===== config.mk =====
export PLATFORM = sky130hd
export DESIGN_NAME = counter_ud_mod_flat
export DESIGN_NICKNAME = d
export VERILOG_FILES = /design/src/rtl/counter_ud_mod_if.sv /design/src/rtl/counter_ud_mod.sv /design/src/flat_wrapper.sv
export SDC_FILE = /design/constraint.sdc
export NUM_CORES = 1
export LEC_CHECK = 0
export BUFFER_PORTS_ARGS = -buffer_cell sky130_fd_sc_hd__buf_2
export CORE_AREA = 4 4 41 43
export CTS_BUF_LIST = sky130_fd_sc_hd__clkbuf_4
export CTS_CLUSTER_SIZE = 40
export DETAILED_ROUTE_END_ITERATION = 6
export DIE_AREA = 0 0 45 47
export SKIP_CTS_REPAIR_TIMING = 1
export SLEW_MARGIN = 20
export SYNTH_ARGS = -nofsm -noshare
export SYNTH_HDL_FRONTEND = slang
export SYNTH_SLANG_ARGS = --single-unit

===== constraint.sdc =====
create_clock -name CLK -period 1.5 [get_ports CLK]
set_clock_uncertainty 0.1 [all_clocks]
set_input_delay 0.225 -clock CLK [delete_from_list [all_inputs] [get_ports CLK]]
set_output_delay 0.225 -clock CLK [all_outputs]
set_load 0.02 [all_outputs]

===== src/rtl/counter_ud_mod_if.sv =====
// Control and status bundle for counter_ud_mod: the master drives CE/UP/LD/D,
// and the slave (the counter) returns O/COUT/TC.
interface counter_ud_mod_if #(
  parameter int WIDTH = 4
);
  logic             CE;
  logic             UP;
  logic             LD;
  logic [WIDTH-1:0] D;
  logic [WIDTH-1:0] O;
  logic             COUT;
  logic             TC;

  modport master (output CE, UP, LD, D, input  O, COUT, TC);
  modport slave  (input  CE, UP, LD, D, output O, COUT, TC);
endinterface


===== src/rtl/counter_ud_mod.sv =====
// Up/down modulo-(MAX+1) counter with a synchronous load and a registered wrap flag.
// Define COUNTER_UD_MOD_SATURATE_EN to make the counter hold at its limits instead of wrapping.
module counter_ud_mod #(
  parameter int          WIDTH = 4,
  parameter int unsigned MAX   = 15,
  parameter int unsigned INIT  = 0
) (
  input  logic              CLK,
  input  logic              RESET,
  counter_ud_mod_if.slave   bus
);

  localparam logic [WIDTH-1:0] MAX_V  = WIDTH'(MAX);
  localparam logic [WIDTH-1:0] INIT_V = WIDTH'(INIT);
  localparam logic [WIDTH-1:0] ONE_V  = WIDTH'(1);

  logic [WIDTH-1:0] o_q, o_d;
  logic             cout_q, cout_d;
  logic             at_max, at_zero;

  // A load value above the modulus is pulled back to MAX so O never leaves range.
  function automatic logic [WIDTH-1:0] clamp_load(input logic [WIDTH-1:0] d);
    return (d > MAX_V) ? MAX_V : d;
  endfunction

  assign at_max  = (o_q == MAX_V);
  assign at_zero = (o_q == '0);

  always_comb begin
    o_d    = o_q;
    cout_d = 1'b0;
    if (bus.LD) begin
      o_d = clamp_load(bus.D);
    end else if (bus.CE) begin
      if (bus.UP) begin
        if (at_max) begin
`ifdef COUNTER_UD_MOD_SATURATE_EN
          o_d    = o_q;
`else
          o_d    = '0;
`endif
          cout_d = 1'b1;
        end else begin
          o_d = o_q + ONE_V;
        end
      end else begin
        if (at_zero) begin
`ifdef COUNTER_UD_MOD_SATURATE_EN
          o_d    = o_q;
`else
          o_d    = MAX_V;
`endif
          cout_d = 1'b1;
        end else begin
          o_d = o_q - ONE_V;
        end
      end
    end
  end

  // Register stage: count and wrap flag
  always_ff @(posedge CLK) begin
    if (RESET) begin
      o_q    <= INIT_V;
      cout_q <= 1'b0;
    end else begin
      o_q    <= o_d;
      cout_q <= cout_d;
    end
  end

  assign bus.O    = o_q;
  assign bus.COUT = cout_q;
  // Terminal count follows UP immediately, whether or not CE is asserted.
  assign bus.TC   = (bus.UP & at_max) | (~bus.UP & at_zero);

endmodule


===== src/flat_wrapper.sv =====
// flat-port wrapper written by rule: the top's interface ports become plain ports
module counter_ud_mod_flat 
#(
  parameter int          WIDTH = 4,
  parameter int unsigned MAX   = 15,
  parameter int unsigned INIT  = 0
)
  (CLK, RESET, bus_CE, bus_UP, bus_LD, bus_D, bus_O, bus_COUT, bus_TC);
  counter_ud_mod_if #(.WIDTH(WIDTH)) bus_i ();
  input  logic CLK;
  input  logic RESET;
  input wire logic [$bits(bus_i.CE)-1:0] bus_CE;
  input wire logic [$bits(bus_i.UP)-1:0] bus_UP;
  input wire logic [$bits(bus_i.LD)-1:0] bus_LD;
  input wire logic [$bits(bus_i.D)-1:0] bus_D;
  output wire logic [$bits(bus_i.O)-1:0] bus_O;
  output wire logic [$bits(bus_i.COUT)-1:0] bus_COUT;
  output wire logic [$bits(bus_i.TC)-1:0] bus_TC;
  assign bus_i.CE = bus_CE;
  assign bus_i.UP = bus_UP;
  assign bus_i.LD = bus_LD;
  assign bus_i.D = bus_D;
  assign bus_O = bus_i.O;
  assign bus_COUT = bus_i.COUT;
  assign bus_TC = bus_i.TC;
  counter_ud_mod #(.WIDTH(WIDTH), .MAX(MAX), .INIT(INIT)) u_core (.CLK(CLK), .RESET(RESET), .bus(bus_i));
endmodule

# == Word-level counts from Yosys, hierarchy flattened ==
# Index checks and enable logic that the tools add are counted.
# classes
add_sub_neg,2
n_lt_le_gt_ge,1
n_eq_ne,1
mux,9
n_bitwise,5
n_reduce_logical,3
# op_table
operator,count
4-bit 2-to-1 mux,6
4-bit by 1-bit adder with 4-bit output (second input constant),1
4-bit equality test (second input constant),1
4-bit greater-than comparator (second input constant),1
4-bit logical NOT,1
4-bit by 1-bit subtractor with 4-bit output (second input constant),1
1-bit 2-to-1 mux,3
3-bit OR reduction,1
1-bit AND,2
1-bit NOT,2
2-bit nonzero test,1
1-bit bitwise OR,1
# totals
reg_bits,5
inputBits,9
elab_cells,23

# == Depth between registers and ports, before layout ==
# logic_depth
ltp_word,5
depth_mapped,6

# == Worst setup path after synthesis ==
# No wires, ideal clock.
# synth_path
path_kind,register to register
startpoint,reg u_core.o_q[0] (netlist: u_core.bus.O[0])
endpoint,reg u_core.cout_q (netlist: u_core.bus.COUT)
arrival_time_ns,1.895
t_required_ns,1.320
path_slack_ns,-0.575
stages_incl_launch_ff,6
n_path_buf,0
cell_sequence,dfxtp_1 inv_1 ha_1 or3b_2 o21ai_0 nor3b_1
# synth_between
elab_chain_len,3
elab_cells_between_ends,5
classes_between,eq/ne: 1; mux: 3; reduce/logical: 1
# synth_rtl
element,line,source
"start, declared",counter_ud_mod.sv:17,"logic [WIDTH-1:0] o_q, o_d;"
"start signal, assigned",counter_ud_mod.sv:64,o_q <= INIT_V;
"start signal, assigned",counter_ud_mod.sv:67,o_q <= o_d;
4-bit equality test / 4-bit logical NOT (equally long branches),"counter_ud_mod.sv:26, counter_ud_mod.sv:27",
1-bit 2-to-1 mux (on tied branches),"counter_ud_mod.sv:36, counter_ud_mod.sv:47",
1-bit 2-to-1 mux (*),counter_ud_mod.sv:35,if (bus.UP) begin
"end signal, assigned",counter_ud_mod.sv:68,cout_q <= cout_d;
"end, declared",counter_ud_mod.sv:18,"logic cout_q, cout_d;"
# Mark *: on every way between the ends. The rest lies on a longest branch, timed or not.
# A chain may end at the register's enable or synchronous reset.

# == Final worst setup path ==
# layout_path
startpoint,reg u_core.o_q[1] (netlist: u_core.bus.O[1])
endpoint,out bus_TC
# layout_between
elab_chain_len,3
elab_cells_between_ends,5
classes_between,eq/ne: 1; bitwise: 3; reduce/logical: 1
# layout_rtl
element,line,source
4-bit equality test / 4-bit logical NOT (equally long branches),"counter_ud_mod.sv:26, counter_ud_mod.sv:27",
1-bit AND,counter_ud_mod.sv:75,assign bus.TC = (bus.UP & at_max) | (~bus.UP & at_zero);
1-bit bitwise OR (*),counter_ud_mod.sv:75,
"end, declared",flat_wrapper.sv:18,output wire logic [$bits(bus_i.TC)-1:0] bus_TC;
# Marks and branches as above.

==> impl_metrics.py <==
metrics = {
    "status": {
        "status": "finished with violations",
        "violations": "setup timing",
    },
    "synth": {
        "synth_cell_types": 25,
        "ys_async_sr_fraction_pct": 0,
        "synth.net_count": 59,
        "synth_top_area_cell": "dfxtp_1",
        "synth.area.top_cells": "dfxtp_1 (28%), a21oi_1 (7.0%), ha_1 (7.0%), o21ai_0 (7.0%), nor2_1 (5.2%)",
        "yosysTopAreaCellShare_pct": 27.9,
        "avgSynthCellArea_um2": 7.48,
        "netlist_area_um2": 359,
        "ys.flop_type": "dfxtp_1",
        "synth_edf_count": 0,
        "ys_warn_count": 0,
        "synth_seq_area_share_pct": 27.9,
        "yosys-top-cells-count": "a21oi_1 (5), dfxtp_1 (5), nor2_1 (5), o21ai_0 (5), inv_1 (4)",
        "synth_seq_cells": 5,
        "syn_inst": 48,
    },
    "sta": {
        "hold_ws_ns": 0.119,
        "fin_setup_tns_ns": -0.270,
        "grt_setup_unrepaired": "yes",
        "fmax_mhz": 570,
        "final_hold_viol_count": 0,
        "post-route-worst-setup-slack_ns": -0.254,
        "min_period_ns": 1.75,
        "period_share_pct": 117,
        "tightest_slew_ns": 0.269,
        "slew_viol_final": 0,
        "setup_viol": 2,
        "slew_headroom_pct": 82.0,
    },
    "final_layout": {
        "layout.cells.non_filler": 87,
        "final-seq-area_um2": 111,
        "nFillCells": 147,
        "antenna-diode-count": 0,
        "drive_above_1_share_pct": 54.2,
        "areaGrowthSynthToFinish_pct": 67.6,
        "nets": 84,
        "multi_input_area_um2": 289,
        "fin_area_um2": 602,
    },
    "detailed_routing": {
        "viasPerCell": 5.02,
        "first_pass_iters": 4,
        "wl_per_cell_um": 12.4,
        "drcViolationCount": 0,
        "drt-total-wl_um": 1080,
        "first_iter_violations": 6,
        "vias": 437,
        "drtAntennaViolNets": 0,
    },
    "cts": {
        "clk_latency_ns": 0.24,
        "cts_tree": "yes",
        "root_buffer": "clkbuf_4",
        "clock_sinks": 5,
        "path_clk_slew_ns": 0.05,
        "h-tree-depth": 1,
        "clk_path_buf_depth": 2,
        "cts_buffers": 3,
    },
    "run": {
        "maxCapViolations": 0,
    },
    "setup_path": {
        "worst-setup-path-type": "flop to output pin",
        "crit_path_end_kind": "output pin",
        "required_ns": 1.17,
        "arrival_ns": 1.43,
        "startpoint_type": "flop",
        "r2r_slack_ns": -0.02,
        "crit_fanout": 4,
    },
    "global_routing": {
        "grt.overflow.total": 0,
        "track_usage_pct": 11.0,
        "antenna_found_initial": 0,
        "grt_max_degree": 10,
        "grt_pass1_wl_um": 1630,
        "grt_pass1_vias": 378,
    },
    "floorplanning": {
        "die_height_um": 47,
        "coreArea_um2": 1300,
        "boundaryPins": 15,
        "die_area_um2": 2120,
        "initial_core_util_pct": 27.6,
        "row_count": 13,
        "die_w_um": 45,
    },
    "power": {
        "p_leak_uw": 0.000280,
        "vdd_drop_max_mv": 0.470,
        "power.density_nw_per_um2": 827,
    },
    "placement": {
        "placed_area_um2": 534,
        "pre_cts_ws_ns": -0.0662,
        "gp_congestion": 0.754,
        "dp_hpwl_um": 831,
        "portBuffers": 14,
        "dp.cells": 82,
    },
    "min_path": {
        "hold_class": "input pin to flop",
    },
}
[worst paths after layout]
kind | depth (start not counted) | start | end
max | 5 | u_core.bus.O[1] | bus_TC
min | 2 | RESET | u_core.bus.O[0]
max reg2reg | 4 | u_core.bus.O[1] | u_core.bus.O[3]
min reg2reg | 4 | u_core.bus.O[1] | u_core.bus.O[1]
[layout make-up]
cell class	instances	share of cell area [%]
Timing Repair Buffer	21	21.4
Inverter	5	3.95
Tap cell	15	3.12
Multi-Input combinational cell	37	48.0
Clock buffer	4	4.99
Sequential cell	5	18.5
[power by group]
part | total, uW | internal (uW) | leakage (uW) | switching (uW)
Clock | 174 | 119 | 0.0000184 | 55.8
Combinational | 170 | 83.5 | 0.000218 | 86.9
Sequential | 153 | 142 | 0.0000431 | 10.3
[through the flow]
| step | total power, uW | util [%] |
|---|---|---|
| 5_1_grt | 535 | 46.3 |
| 6_report | 498 | 46.3 |
| 3_3_place_gp | 302 | 41.1 |
| 3_5_place_dp | 306 | 41.1 |
| 4_1_cts | 487 | 43.4 |
| 2_1_floorplan | 244 | - |
[logic make-up (layout without fill, tap and decap cells)]
kind of cell	after synthesis	count (layout)	share of synthesized area, %
AO/OA/AOI/OAI	14	14	22.6
XOR/XNOR	2	2	4.88
adder cells (fa/ha/maj)	2	2	6.97
buffers and inverters	6	30	6.27
flip-flops	5	5	27.9
multiplexers	2	2	5.92
AND/OR/NAND/NOR	17	17	25.4
[flip-flops by register name, summed over array words and instances, names as in the netlist]
| register | count |
|---|---|
| u_core.bus.COUT | 1 |
| u_core.bus.O | 4 |
[worst max-delay path, stage by stage, from the launching register on]
cell and delay [ns]:
dfxtp_4 0.34, inv_4 0.07, ha_4 0.12, or3b_4 0.39
o21ai_4 0.14, buf_6 0.13
[cell usage in the layout (no fill, tap or decap), types with 2 or more instances in the layout]
cell | synthesis | layout
a21oi_1 | 5 | 5
nand2_1 | 3 | 2
o21ai_0 | 5 | 2
inv_1 | 4 | 2
nor2_1 | 5 | 5
buf_4 | 0 | 7
inv_4 | 0 | 2
o21ai_1 | 0 | 2
buf_2 | 0 | 13
dfxtp_4 | 0 | 3
dfxtp_1 | 5 | 2
clkbuf_4 | 0 | 4
[metal layers]
metal	routed length (um)	vias up	share of wire, %	GRT usage [%]
met2	514	17	48	17.2
met1	479	195	44	13.6
met4	26	0	2.4	5.26
met5	0	-	0	0
met3	56	4	5.2	3.45
li1	-	221	-	-
Note: power is estimated with default switching activity, not from simulation.
